File: config.mk
export PLATFORM = sky130hd
export DESIGN_NAME = universal_shift_reg_d_flat
export DESIGN_NICKNAME = d
export VERILOG_FILES = /design/src/rtl/universal_shift_reg_d_if.sv /design/src/rtl/universal_shift_reg_d.sv /design/src/flat_wrapper.sv
export SDC_FILE = /design/constraint.sdc
export NUM_CORES = 1
export LEC_CHECK = 0
export ABC_CLOCK_PERIOD_IN_PS = 2100
export CAP_MARGIN = 10
export CORE_AREA = 2 2 39 41
export DETAILED_ROUTE_END_ITERATION = 16
export DIE_AREA = 0 0 41 43
export SLEW_MARGIN = 20
export SYNTH_ARGS = -nofsm -noshare
export SYNTH_HDL_FRONTEND = slang
export SYNTH_SLANG_ARGS = --single-unit
File: constraint.sdc
create_clock -name clk -period 2.1 [get_ports clk]
set_clock_uncertainty 0.05 [all_clocks]
set_input_delay 0.63 -clock clk [delete_from_list [all_inputs] [get_ports clk]]
set_output_delay 0.63 -clock clk [all_outputs]
set_load 0.02 [all_outputs]
File: src/rtl/universal_shift_reg_d_if.sv
// Parallel/serial data and mode bundle for the universal shift register.
// The controller side (master) drives mode and data; the register (slave) drives its state.
interface universal_shift_reg_d_if #(
  parameter int N = 4
);
  logic [1:0]   S;
  logic         sr_in;
  logic         sl_in;
  logic [N-1:0] P;
  logic [N-1:0] Q;
  logic [N-1:0] Qbar;
  logic         sr_out;
  logic         sl_out;

  modport master (
    output S, sr_in, sl_in, P,
    input  Q, Qbar, sr_out, sl_out
  );

  modport slave (
    input  S, sr_in, sl_in, P,
    output Q, Qbar, sr_out, sl_out
  );
endinterface

File: src/rtl/universal_shift_reg_d.sv
// 74194-style universal shift register: a row of falling-edge D stages, each built
// from a T flip-flop with XOR feedback (T = D ^ Q) and fed by a 4:1 mode mux.
module universal_shift_reg_d #(
  parameter int N = 4
) (
  input  logic                    clk,
  input  logic                    clr_bar,
  universal_shift_reg_d_if.slave  bus
);

  logic [N-1:0] q;
  logic [N-1:0] d;
  logic [N-1:0] t;

  always_comb begin
    d = q;
    case (bus.S)
      2'b00:   d = q;
      2'b01:   d = {bus.sr_in, q[N-1:1]};
      2'b10:   d = {q[N-2:0], bus.sl_in};
      default: d = bus.P;
    endcase
  end

  // Each D stage is a toggle flop whose T input is D ^ Q, so hold means T=0.
  assign t = d ^ q;

  always_ff @(negedge clk or negedge clr_bar) begin
    if (!clr_bar) begin
      q <= '0;
    end else begin
      q <= q ^ t;
    end
  end

  assign bus.Q      = q;
  assign bus.Qbar   = ~q;
  assign bus.sr_out = q[0];
  assign bus.sl_out = q[N-1];

endmodule

File: src/flat_wrapper.sv
// flat-port wrapper written by rule: the top's interface ports become plain ports
module universal_shift_reg_d_flat 
#(
  parameter int N = 4
)
  (clk, clr_bar, bus_S, bus_sr_in, bus_sl_in, bus_P, bus_Q, bus_Qbar, bus_sr_out, bus_sl_out);
  universal_shift_reg_d_if #(.N(N)) bus_i ();
  input  logic clk;
  input  logic clr_bar;
  input wire logic [$bits(bus_i.S)-1:0] bus_S;
  input wire logic [$bits(bus_i.sr_in)-1:0] bus_sr_in;
  input wire logic [$bits(bus_i.sl_in)-1:0] bus_sl_in;
  input wire logic [$bits(bus_i.P)-1:0] bus_P;
  output wire logic [$bits(bus_i.Q)-1:0] bus_Q;
  output wire logic [$bits(bus_i.Qbar)-1:0] bus_Qbar;
  output wire logic [$bits(bus_i.sr_out)-1:0] bus_sr_out;
  output wire logic [$bits(bus_i.sl_out)-1:0] bus_sl_out;
  assign bus_i.S = bus_S;
  assign bus_i.sr_in = bus_sr_in;
  assign bus_i.sl_in = bus_sl_in;
  assign bus_i.P = bus_P;
  assign bus_Q = bus_i.Q;
  assign bus_Qbar = bus_i.Qbar;
  assign bus_sr_out = bus_i.sr_out;
  assign bus_sl_out = bus_i.sl_out;
  universal_shift_reg_d #(.N(N)) u_core (.clk(clk), .clr_bar(clr_bar), .bus(bus_i));
endmodule
# Word-level counts from Yosys, hierarchy flattened
# Cells that the tools add are included.
# Widths: inputs -> output; s select.
op_classes:
  n_eq_ne: 2
  muxes: 1
  n_bitwise: 3
  n_reduce_logical: 1
op_table:
  columns: ["cell", "n"]
  rows:
  - ["$pmux 4 s3", 1]
  - ["$xor 4x4->4", 2]
  - ["$not 4->4", 1]
  - ["$eq 2x1->1 const B", 1]
  - ["$eq 2x2->1 const B", 1]
  - ["$logic_not 2->1", 1]
totals:
  regBits: 4
  input_bits: 10

# Longest topological paths before layout
depth:
  word_depth: 4
  depth_mapped: 1

==> results.md <==
* Outcome: complete, but fails checks
* Failing checks: setup timing
* Die X-Extent at 41 um
* Sw frac at 32.7%
* Antenna violations before repair at 0
* Met2 Use GR at 15.3%
* Max stage delay on crit path at 470 ps
* Input/output buffers at 19
* Met3 GRT Util at 2.09%
* GR peak layer: met2
* Row count at 14
* Inst Count DP at 50
* Total GRT Usage at 9.73%
* Post-Synth XOR/XNOR Area at 0%
* Post-synth top flop: dfrtn_1
* Sequential power share at 26.8%
* Final Setup Violations at 14
* First-pass GRT wire length at 1080 um
* Total power at 0.414 mW
* Initial Util at 17.0%
* Min-Delay Path Class: reg2reg
* Final Hold Violating Endpoints at 0
* DRT iter0 DRCs at 0
* Simple-gate share of the synthesized area at 0%
* Sequential cell area fraction in the yosys report at 42.6%
* Max-Cap Viols at 0
* CP endpoint kind: output port
* Synth area leader: mux4_1
* Crit Path Class: reg2out
* Antenna Cells at 0
* I/O pins at 20
* CP max FO at 4
* Syn Area/Cell at 16.8 um^2
* Clock Power Share at 22.5%
* Setup Slack @ Placement at -971 ps
* Syn_nets at 24
* Synth Area in Adders at 0%
* Final setup TNS at -5520 ps
* Clock latency at the later pin of the worst-skew pair at 250 ps
* Synth cell types at 4
* Compound-Gate Fraction of Synth Area at 0%
* Combinational family with the most area after synthesis: multiplexers
* Die span in y at 43 um
* Post-DP HPWL at 548 um
* CP Launch Type: flip-flop
* Die Area at 1760 um^2
* CP max-delay cell: dfrtn_1
* Slew margin rel. at 88.1%
* Number of synthesized flops with an enable pin at 0
* Lkg Pwr at 0.243 nW
* Total gr overflow at 0
* Gp weighted congestion at 0.678
* Residual DRC at 0
* CORE AREA at 1380 um^2
* Crit-path cells: inv_1, buf_6
* CTS Buffer Depth at 2
* Drt wl/cell at 11.6 um
* Via count at 227
* Vias in the first global route at 244
* Hold buffer count at CTS at 0
* Vias per inst at 3.91
* Final WS setup at -544 ps
* Fill count at 138
* Nets@finish at 54
* Multiplexer share of the synthesized area at 44.7%
* Share of layout cells above drive strength 1 at 83.3%
* Yosys warning count at 0
* Pin count of the biggest net entering global routing at 5
* Synth top area share at 44.7%
* Max VDD drop at 0.278 mV
* CTS Root Buffer Type: clkbuf_4
* Total Wirelength at 672 um
* Crit path DAT at 1960 ps
* Reg clk slew, reported paths at 30 ps
* Mapped Area at 235 um^2
* Clock sink count at 4
* Register bit total from synthesis at 4
* Comb pwr share at 50.7%
* WP data required at 1420 ps
* Post-route ant nets at 0
* Worst hold slack at 688 ps
* Internal power at 0.279 mW
* Switching power at 0.136 mW
* PD cells at 860 nW/um^2
* Drt pass-1 iters at 1
* Post-synth top cells: dfrtn_1, inv_1, mux4_1
* CTS tree: done
* Top post-synthesis cells by area: mux4_1, dfrtn_1, buf_4
* Layout Cells excl Fill at 58
* RSZ-0062 raised after global routing: yes
* H-tree Lvls at 1
* Met1 Use GR at 10.3%
* Cells after Synth at 14
* Total CTS buffers at 3
* Max FFs per register at 4
* Synth-to-layout area growth at 105%
* Max-slew violations at 0
* Worst Tran Pin Value at 179 ps
* FFs w/ async S/R, synth at 100%
[layer usage]
metal / share of wire, % / up-vias
li1: - / 104
met1: 36 / 106
met2: 53 / 17
met3: 11 / 0
met4: 0 / 0
met5: 0 / -
[worst max-delay path: cells and delay by family (launching register included)]
family,cells,cell delay [ps]
DFF,1,470
buffers and inverters,2,200
[power by group through the flow]
stage	registers (mW)	clock network [mW]	logic (mW)
floorplan	0.128	0	0.0706
global placement	0.111	0	0.183
global route	0.114	0.103	0.225
detailed placement	0.112	0	0.184
finish	0.111	0.0931	0.210
CTS	0.112	0.0977	0.206
[kinds of logic after synthesis]
family / count (synthesis)
buf+inv: 6
flops: 4
mux: 4
[cell usage in the layout (no fill, tap or decap), drive strengths merged]
cell / count
clkbuf: 3
buf: 26
inv: 4
mux4: 4
dfrtn: 4
clkdlybuf4s50: 1
[final cells by class]
type                       count  area [um^2]  area share, %
timing repair buffer          27          234           48.6
tap                           16         20.0           4.16
multi-input combinational      4         90.1           18.7
inverter                       4         15.0           3.12
sequential                     4          100           20.8
clock buffer                   3         22.5           4.68
[final timing paths]
| path | startpoint | endpoint | slack [ps] | cells past startpoint |
|---|---|---|---|---|
| worst min register to register | u_core.bus.Q[0] | u_core.bus.Q[0] | 690 | 2 |
| worst max-delay path | u_core.bus.Q[3] | bus_Qbar[3] | -540 | 2 |
| max in group asynchronous | clr_bar | u_core.bus.Q[3] | 330 | 1 |
| worst max register to register | u_core.bus.Q[3] | u_core.bus.Q[2] | 760 | 3 |
| min in group asynchronous | clr_bar | u_core.bus.Q[1] | 1470 | 1 |
| worst min-delay path | u_core.bus.Q[0] | u_core.bus.Q[0] | 690 | 2 |
[stage by stage]
step	instance area, um^2	util (%)
floorplan	243	-
global placement	453	32.7
detailed placement	453	32.7
CTS	470	34.0
global route	482	34.8
finish	482	34.8
[repair_timing]
item                                    4_1_cts  5_1_grt
gates cloned                                  0        0
resized for setup                            93        1
endpoints found under the setup margin       14       14
buffers inserted                              4        1
No activity file was read; power rests on OpenSTA's default activity.
